$ cat config.mk
export PLATFORM = sky130hd
export DESIGN_NAME = mux_n_1_rr_reg
export DESIGN_NICKNAME = d
export VERILOG_FILES = /design/src/rtl/mux_n_1_rr_reg.sv
export SDC_FILE = /design/constraint.sdc
export NUM_CORES = 1
export LEC_CHECK = 0
export BUFFER_PORTS_ARGS = -buffer_cell sky130_fd_sc_hd__buf_2
export CAP_MARGIN = 15
export CORE_MARGIN = 2
export CORE_UTILIZATION = 41
export CTS_CLUSTER_SIZE = 30
export DETAILED_ROUTE_END_ITERATION = 10
export GPL_ROUTABILITY_DRIVEN = 1
export HOLD_SLACK_MARGIN = 0.15
export PLACE_DENSITY = 0.84
export REMOVE_ABC_BUFFERS = 1
export SLEW_MARGIN = 5
export SYNTH_ARGS = -nofsm -noshare
export SYNTH_HDL_FRONTEND = slang
export SYNTH_SLANG_ARGS = --single-unit
$ cat constraint.sdc
create_clock -name clk -period 6.05 [get_ports clk]
set_clock_uncertainty 0.2 [all_clocks]
set_input_delay 1.21 -clock clk [delete_from_list [all_inputs] [get_ports clk]]
set_output_delay 1.21 -clock clk [all_outputs]
set_load 0.005 [all_outputs]
$ cat src/rtl/mux_n_1_rr_reg.sv
// N-to-1 round-robin merge of valid/ready channels onto one output register; optional out_ch via MUX_N_1_CH_ID_EN.
// Latency: a word accepted in cycle t appears on Output in t+1; one word per cycle sustained.
// Backpressure: out_valid & !out_ready freezes the register and drops every in_ready.
module mux_n_1_rr_reg #(
  parameter int NBits = 32,
  parameter int NCh   = 4,
  localparam int IdxW = (NCh > 1) ? $clog2(NCh) : 1
) (
  input  logic                 clk,
  input  logic                 reset,
  input  logic [NCh*NBits-1:0] In,
  input  logic [NCh-1:0]       in_valid,
  output logic [NCh-1:0]       in_ready,
  output logic [NBits-1:0]     Output,
  output logic                 out_valid,
`ifdef MUX_N_1_CH_ID_EN
  input  logic                 out_ready,
  output logic [IdxW-1:0]      out_ch
`else
  input  logic                 out_ready
`endif
);

  logic [IdxW-1:0]  rr_ptr;
  logic [IdxW-1:0]  grant_idx;
  logic [IdxW:0]    cand;
  logic             found;
  logic             load_en;
  logic             any_valid;
  logic [NBits-1:0] grant_dat;

  assign load_en   = !out_valid || out_ready;
  assign any_valid = |in_valid;

  // Scan channels starting at rr_ptr; the wrap is an explicit subtract so non-power-of-2 NCh stays exact.
  always_comb begin
    grant_idx = rr_ptr;
    found     = 1'b0;
    cand      = '0;
    for (int i = 0; i < NCh; i++) begin
      cand = {1'b0, rr_ptr} + (IdxW+1)'(i);
      if (cand >= (IdxW+1)'(NCh)) begin
        cand = cand - (IdxW+1)'(NCh);
      end
      if (!found && in_valid[cand[IdxW-1:0]]) begin
        found     = 1'b1;
        grant_idx = cand[IdxW-1:0];
      end
    end
  end

  assign grant_dat = In[int'(grant_idx)*NBits +: NBits];

  always_comb begin
    in_ready = '0;
    if (load_en && any_valid && !reset) begin
      in_ready[grant_idx] = 1'b1;
    end
  end

  always_ff @(posedge clk) begin
    if (reset) begin
      Output    <= '0;
      out_valid <= 1'b0;
      rr_ptr    <= '0;
    end else if (load_en) begin
      if (any_valid) begin
        Output    <= grant_dat;
        out_valid <= 1'b1;
        rr_ptr    <= (grant_idx == IdxW'(NCh-1)) ? '0 : grant_idx + 1'b1;
      end else begin
        out_valid <= 1'b0;
      end
    end
  end

`ifdef MUX_N_1_CH_ID_EN
  always_ff @(posedge clk) begin
    if (reset) begin
      out_ch <= '0;
    end else if (load_en && any_valid) begin
      out_ch <= grant_idx;
    end
  end
`endif

  a_ready_onehot: assert property (@(posedge clk) $onehot0(in_ready));

endmodule
==> key figures, run 1 <==
STA
  – Fmax: 233 MHz
  – Least-Margin Pin Slew: 1.07 ns
  – Hold Slack: 0.257 ns
  – Fin crit share: 0.709
  – RSZ-0062 raised after global routing: no
  – Sum Neg Setup Slack: 0 ns
  – Max_slew headroom: 0.283
  – Final hold vios: 0
  – Final min period: 4.29 ns
  – Final slew viol count: 0
  – Final setup violation count: 0

Cells and area
  – Net count reported at finish: 518
  – Multi-input logic area: 1250 um^2
  – Area delta synth->final: 46.9%
  – Final non-filler cell total: 447
  – Antenna diodes: 0
  – Filler cells: 400
  – Area of all sequential standard cells: 701 um^2
  – Layout cells sized above 1: 0.487

Placement
  – Routability cong.: 0.714
  – DP HPWL: 4.73 mm
  – Port bufs: 171
  – Placed cell count: 440

Pwr
  – Leak: 1.71 nW
  – Sequential Power Share: 0.369
  – Net Sw Frac: 0.312
  – Maximum vdd drop: 0.158 mV
  – Pint: 559 uW
  – Comb power frac: 0.385
  – P per Cell Area: 266 nW/um^2
  – Switching power: 253 uW
  – Clk pwr share: 0.246

Clocking
  – CTS root buf: clkbuf_8
  – Hold Buf Count CTS: 0
  – Post-CTS setup buffers: 0
  – Clock Sinks: 35
  – H-tree levels: 2
  – CTS resizes: 0
  – Clk_lat worst skew: 0.28 ns
  – Total CTS buffers: 5
  – CTS tree: yes
  – Max Root-Sink Buffers: 2
  – CTS clk-pin slew, worst paths: 0.06 ns

Logic synthesis
  – Area contributors post-synth: dfxtp_1 34%, mux2i_1 31%, o221ai_1 14%, nand2_1 6.3%, buf_6 2.7%
  – Synth unique cells: 26
  – Count leader, synth: mux2i_1
  – Mean post-synth cell area: 9.69 um^2
  – Top-area cell type share of the netlist area: 0.338
  – Syn. warnings: 0
  – Synth area leader: dfxtp_1
  – Async set or reset register ratio after synthesis: 0
  – Top cells by count, synth: 65 x mux2i_1, 35 x dfxtp_1, 35 x nand2_1
  – Number of synthesized flops with an enable pin: 0
  – Synth Flop Type: dfxtp_1
  – Mapped cell area: 2070 um^2
  – Register area share after synthesis: 0.338
  – Synth Instances: 214
  – Yosys reg bits: 35

Critical path
  – Crit Path Max Fanout: 35
  – Worst Setup End Kind: output port
  – CP max stage delay: 0.30 ns
  – Worst-path cell chain: buf_2, nor2b_1, o21ba_1, a211oi_2, clkinv_2, buf_4, ha_1, and2_1, buf_2
  – Worst path required time: 4.64 ns
  – Critical path type: primary input to output port
  – CP startpoint kind: primary input
  – WP data arrival: 2.88 ns
  – Top cell by count, worst path: buf_2
  – Cell at the slowest stage of the critical path: a211oi_2

Routing
  – # DRC: 0
  – Vias: 2281
  – Routed WL: 5.90 mm
  – Post-route ant nets: 0
  – TritonRoute pass-1 iters: 4
  – Drt first-iter violations: 64
  – Avg WL per Cell: 13.2 um
  – Via-to-Cell Ratio: 5.10

Run
  – Max_cap viols: 0

Floorplan
  – Starting Density: 0.433
  – Core ar.: 4790 um^2
  – Top-level I/O count: 172
  – Die boundary height: 75.1 um
  – Die W: 75.1 um
  – Die area: 5640 um^2
  – Core Rows: 25

Global routing
  – First-pass GRT wire length: 8.78 mm
  – Vias in the first global route: 2128
  – GRT Total Usage: 0.202
  – Initial antenna violation count: 0
  – Congestion Overflow GR: 0
  – Largest net degree at the start of global routing: 36

Worst hold path
  – HP Class: register to register

Run status
  – Status: completed
==> routing by layer <==
layer / wire, um / part of all wire / GRT usage / vias up
met5: 0 / 0 / 0 / -
li1: - / - / - / 1144
met1: 2320 / 0.39 / 0.212 / 1016
met2: 3020 / 0.51 / 0.380 / 110
met3: 447 / 0.076 / 0.0388 / 11
met4: 125 / 0.021 / 0.103 / 0
==> power groups by stage <==
stage	Sequential, mW	Clock, mW	Combinational [mW]
2_1_floorplan	0.307	0	0.187
3_3_place_gp	0.302	0	0.305
6_report	0.299	0.200	0.313
4_1_cts	0.299	0.205	0.317
3_5_place_dp	0.303	0	0.316
5_1_grt	0.305	0.216	0.344
==> layout by cell type (no fill, tap or decap), types with 2 or more instances in the layout <==
master,n
and2_1,3
inv_1,3
clkbuf_8,5
o221ai_1,32
nand2_1,35
buf_2,171
ha_1,3
a21oi_1,2
dfxtp_1,35
nor2_1,4
nor2b_1,2
buf_4,4
mux2i_1,65
==> worst max-delay path: cells and delay by family <==
family / cells / cell delay (ns)
buf+inv: 4 / 0.63
compound gates: 2 / 0.50
simple gates: 2 / 0.27
fa+ha+maj: 1 / 0.27
==> worst paths after layout <==
path,start,end,slack (ns),depth (start not counted)
hold / removal,Output[25],Output[25],0.26,2
setup / recovery,in_valid[0],in_ready[0],1.76,9
setup reg to reg,rr_ptr[1],Output[4],3.51,5
hold reg to reg,Output[25],Output[25],0.26,2
==> registers in the layout, summed over array words and instances, names as in the netlist <==
signal and count:
Output 32, rr_ptr 2, out_valid 1
==> through the flow <==
| stage | instance area [um^2] | power [mW] | setup slack [ns] | util |
|---|---|---|---|---|
| 2_1_floorplan | 1970 | 0.495 | 1.58 | - |
| 3_3_place_gp | 2940 | 0.607 | 1.78 | 0.615 |
| 3_5_place_dp | 2940 | 0.619 | 1.74 | 0.615 |
| 4_1_cts | 3050 | 0.821 | 1.73 | 0.636 |
| 5_1_grt | 3050 | 0.865 | 1.65 | 0.636 |
| 6_report | 3050 | 0.812 | 1.76 | 0.636 |
==> cells by family (layout without fill, tap and decap cells) <==
family,Yosys count,in the layout,share of synthesized area
mux,65,65,0.314
simple gates,49,49,0.101
compound gates,41,41,0.170
flops,35,35,0.338
buf+inv,21,187,0.0591
fa+ha+maj,3,3,0.0181
==> cell type report <==
cell class,count,area share
clock buffers,6,0.0238
clock inverters,1,0.00986
inverters,5,0.00657
multi-input cells,158,0.411
flip-flops and latches,35,0.230
well taps,67,0.0275
repair buffers,175,0.291
(Power assumes the default switching activity.)
==> run 2, diff against run 1 <==
- CORE_UTILIZATION: 41 -> 39
- PLACE_DENSITY: 0.84 -> 0.81
- clock period: 6.05 -> 4.35 ns (I/O delays scaled with it)
==> key figures, run 2 (same netlist as run 1, synthesis figures left out) <==
Cells and area
  – Largest register FFs: 32
  – Most frequent cells in the layout: 171 x buf_2, 65 x mux2i_1, 35 x dfxtp_1, 35 x nand2_1, 32 x o221ai_1
  – Final Core Density: 0.599
  – Area delta synth->final: 47.5%
  – Filler cells: 446
  – Layout cells sized above 1: 0.492
  – Commonest non-fill, non-tap cell in the layout: buf_2
  – Top reg by flops: Output
  – Antenna diodes: 0
  – Net count reported at finish: 519
  – Multi-input logic area: 1250 um^2
  – Largest regs: Output (32), rr_ptr (2), out_valid (1)
  – Area of all sequential standard cells: 701 um^2
  – Design Area, Final: 3060 um^2

Floorplan
  – Die boundary height: 76.9 um
  – Die area: 5920 um^2
  – Core Rows: 26
  – Die W: 76.9 um
  – Core ar.: 5110 um^2
  – Starting Density: 0.406
  – Top-level I/O count: 172

STA
  – RSZ-0062 raised after global routing: no
  – Final min period: 3.45 ns
  – Sum Neg Setup Slack: 0 ns
  – Fin crit share: 0.792
  – Final hold vios: 0
  – Final slew viol count: 0
  – Least-Margin Pin Slew: 0.647 ns
  – Max_slew headroom: 0.568
  – Fmax: 290 MHz
  – Final setup violation count: 0

Pwr
  – Maximum vdd drop: 0.195 mV
  – P per Cell Area: 363 nW/um^2
  – Leak: 1.71 nW

Global routing
  – First-pass GRT wire length: 9.44 mm
  – Largest net degree at the start of global routing: 35
  – Initial antenna violation count: 0
  – Vias in the first global route: 2243
  – GRT met1 Usage: 0.197
  – Congestion Overflow GR: 0
  – Met2 Use GR: 0.382
  – Busiest grt layer: met2
  – Met3 Usage GRT: 0.0388
  – GRT Total Usage: 0.193

Placement
  – Routability cong.: 0.784
  – Area after DPL: 2950 um^2
  – Port bufs: 171
  – DP HPWL: 4.74 mm

Critical path
  – CP max stage delay: 0.32 ns
  – Crit Path Max Fanout: 34
  – FF-to-FF path depth: 6
  – Critical path type: primary input to output port
  – Top cell by count, worst path: buf_2
  – Worst Setup End Kind: output port
  – Worst-path cell chain: buf_2, nor2b_1, o21ba_1, a211oi_2, clkinv_2, buf_4, nor2_1, buf_2
  – Worst path required time: 3.28 ns
  – Cell at the slowest stage of the critical path: a211oi_2
  – CP startpoint kind: primary input
  – Worst path buffer plus inverter count: 4
  – Crit-path leading delay family: buffers and inverters
  – WP data arrival: 2.38 ns
  – Crit path depth: 8

Routing
  – Routed WL: 5.93 mm
  – Via-to-Cell Ratio: 5.05
  – Avg WL per Cell: 13.1 um
  – Drt first-iter violations: 45
  – Vias: 2281
  – TritonRoute pass-1 iters: 4
  – Post-route ant nets: 0
  – # DRC: 0

Clocking
  – CTS clk-pin slew, worst paths: 0.07 ns
  – Total CTS buffers: 5
  – Clk_lat worst skew: 0.27 ns
  – Max Root-Sink Buffers: 2
  – CTS resizes: 0
  – Post-CTS setup buffers: 0
  – Hold Buf Count CTS: 0
  – CTS tree: yes
  – CTS root buf: clkbuf_8
  – Clock Sinks: 35
  – H-tree levels: 2

Worst hold path
  – HP Class: register to register
  – Hold Path Cell Cnt: 2

Run status
  – Status: completed

Run
  – Max_cap viols: 0
[run 2: path summary, 6_finish.rpt]
check	startpoint	endpoint	slack [ns]
min	Output[24]	Output[24]	0.26
max reg2reg	rr_ptr[1]	Output[0]	2.06
min reg2reg	Output[24]	Output[24]	0.26
max	in_valid[0]	in_ready[1]	0.90
[run 2: final cells by class]
class / instances / area share
flip-flops and latches: 35 / 0.229
multi-input cells: 158 / 0.410
inverters: 5 / 0.00655
repair buffers: 176 / 0.292
clock inverters: 1 / 0.00245
clock buffers: 7 / 0.0315
well taps: 70 / 0.0286
[run 2: routing by layer]
metal  share of wire  routed length (um)  vias up
met5               0                   0        -
met4           0.011                  68        0
met3           0.063                 375        6
met2            0.52                3100       92
met1            0.40                2380     1044
li1                -                   -     1139
[run 2: worst reg2reg max path, delay by kind of cell, from the launching register on]
kind / cells / cell delay (ns)
AND/OR/NAND/NOR: 2 / 0.74
AO/OA/AOI/OAI: 3 / 0.51
buffers and inverters: 1 / 0.35
flip-flops: 1 / 0.42
[run 2: per-stage QoR]
stage | worst slack [ns] | power (mW) | cells | hold slack [ns]
5_1_grt | 0.791 | 1.18 | 452 | 0.288
4_1_cts | 0.881 | 1.12 | 452 | 0.261
6_report | 0.904 | 1.11 | 452 | 0.257
3_5_place_dp | 0.889 | 0.863 | 444 | 0.241
2_1_floorplan | 0.564 | 0.688 | 198 | 0.255
3_3_place_gp | 0.965 | 0.846 | 444 | 0.237
[run 2: power by group]
group          switching [mW]  total [mW]  internal, mW
registers              0.0330       0.417         0.384
clock network           0.114       0.258         0.144
logic                   0.209       0.435         0.226
total                   0.356        1.11         0.754
==> run 3, diff against run 2 <==
- clock period: 4.35 -> 3.4 ns (I/O delays scaled with it)
==> key figures, run 3 (same netlist as run 1, synthesis figures left out) <==
Critical path
  – Worst path required time: 2.52 ns
  – Critical path type: primary input to output port
  – Worst path buffer plus inverter count: 3
  – Worst Setup End Kind: output port
  – Reg-to-reg endpoint: Output[14]
  – Cell at the slowest stage of the critical path: a211oi_2
  – Top cell by count, worst path: buf_2
  – Crit-path leading delay family: compound AO/OA/AOI/OAI gates
  – WP data arrival: 2.04 ns
  – Critical path origin: in_valid[0]
  – CP max stage delay: 0.30 ns
  – CP startpoint kind: primary input
  – Worst-path cell chain: buf_2, nor2b_1, o21ba_1, a211oi_2, clkinv_2, ha_1, and2_1, buf_2
  – R2r setup slk: 1.19 ns
  – Worst r2r src: rr_ptr[0]
  – FF-to-FF path depth: 7
  – Crit Path Max Fanout: 5

Cells and area
  – Top reg by flops: Output
  – Layout cells sized above 1: 0.492
  – Most frequent cells in the layout: 171 x buf_2, 65 x mux2i_1, 35 x dfxtp_1, 35 x nand2_1, 32 x o221ai_1
  – Largest register FFs: 32
  – Area delta synth->final: 48.0%
  – Commonest non-fill, non-tap cell in the layout: buf_2
  – Net count reported at finish: 521
  – Largest regs: Output (32), rr_ptr (2), out_valid (1)
  – Final non-filler cell total: 454
  – Antenna diodes: 0
  – Filler cells: 431

Global routing
  – Initial antenna violation count: 0
  – GRT met1 Usage: 0.205
  – Met3 Usage GRT: 0.0553
  – GRT Total Usage: 0.190
  – Congestion Overflow GR: 0
  – First-pass GRT wire length: 9.30 mm
  – Busiest grt layer: met2
  – Largest net degree at the start of global routing: 35
  – Met2 Use GR: 0.361
  – Vias in the first global route: 2131

STA
  – Fin crit share: 0.860
  – RSZ-0062 raised after global routing: no
  – Final hold vios: 0
  – Fmax: 342 MHz
  – Final slew viol count: 0
  – Final min period: 2.92 ns
  – Max_slew headroom: 0.646
  – Least-Margin Pin Slew: 0.531 ns
  – Final setup violation count: 0

Clocking
  – CTS root buf: clkbuf_8
  – CTS resizes: 0
  – Total CTS buffers: 5
  – Post-CTS setup buffers: 0
  – Clock Sinks: 35
  – CTS clk-pin slew, worst paths: 0.07 ns
  – Max Root-Sink Buffers: 2
  – Hold Buf Count CTS: 0
  – Clk_lat worst skew: 0.28 ns
  – CTS tree: yes
  – H-tree levels: 2

Floorplan
  – Core ar.: 5110 um^2
  – Core Rows: 26
  – Top-level I/O count: 172
  – Die area: 5920 um^2
  – Starting Density: 0.406
  – Die W: 76.9 um
  – Die boundary height: 76.9 um

Pwr
  – P per Cell Area: 461 nW/um^2
  – Leak: 1.72 nW
  – Overall Power: 1.41 mW
  – Maximum vdd drop: 0.252 mV

Routing
  – TritonRoute pass-1 iters: 4
  – Routed WL: 5.73 mm
  – Vias: 2244
  – # DRC: 0
  – Via-to-Cell Ratio: 4.94
  – Post-route ant nets: 0
  – Drt first-iter violations: 39
  – Avg WL per Cell: 12.6 um

Worst hold path
  – Worst Hold End: Output[24]
  – HP Class: register to register
  – Worst hold start: Output[24]
  – Hold Path Cell Cnt: 2

Run status
  – Status: completed

Run
  – Max_cap viols: 0

Placement
  – Routability cong.: 0.765
  – DP HPWL: 4.65 mm
  – Port bufs: 171
  – Placed cell count: 446
[run 3: worst min-delay path, delay by kind of cell, from the launching register on]
family	cells	cell delay (ns)
flip-flops	1	0.32
AND/OR/NAND/NOR	1	0.05
AO/OA/AOI/OAI	1	0.05
[run 3: per-stage QoR]
stage	hold slack, ns	cell area, um^2	utilization	setup slack (ns)	TNS [ns]
after CTS	0.262	3070	0.601	0.469	0
after detailed placement	0.246	2970	0.581	0.476	0
after floorplan	0.255	1970	-	-0.00579	-0.0116
after global routing	0.284	3070	0.601	0.365	0
final	0.256	3070	0.601	0.476	0
after global placement	0.237	2970	0.581	0.502	0
[run 3: cell type report]
type	instances	area, um^2	area share
inverter	5	20.0	0.00652
clock buffer	8	100	0.0326
sequential	35	701	0.228
tap	70	87.6	0.0285
timing repair buffer	178	908	0.296
multi-input combinational	158	1250	0.408
[run 3: how the worst max path moves through the flow]
stage	to	slack, ns	cells after the start
after floorplan	in_ready[0]	-0.006	6
after global placement	in_ready[0]	0.50	8
after detailed placement	in_ready[0]	0.48	8
after CTS	in_ready[0]	0.47	8
after global routing	in_ready[0]	0.37	8
final	in_ready[0]	0.48	8
[run 3: power by group]
part	switching, mW	internal [mW]
clock	0.143	0.185
sequential	0.0411	0.491
combinational	0.264	0.291
[run 3: layer usage]
| metal | share of wire | routed length, um | vias to the layer above |
|---|---|---|---|
| met5 | 0 | 0 | - |
| met4 | 0.0063 | 36 | 0 |
| met3 | 0.081 | 462 | 4 |
| met2 | 0.52 | 2970 | 101 |
| met1 | 0.39 | 2260 | 994 |
| li1 | - | - | 1145 |
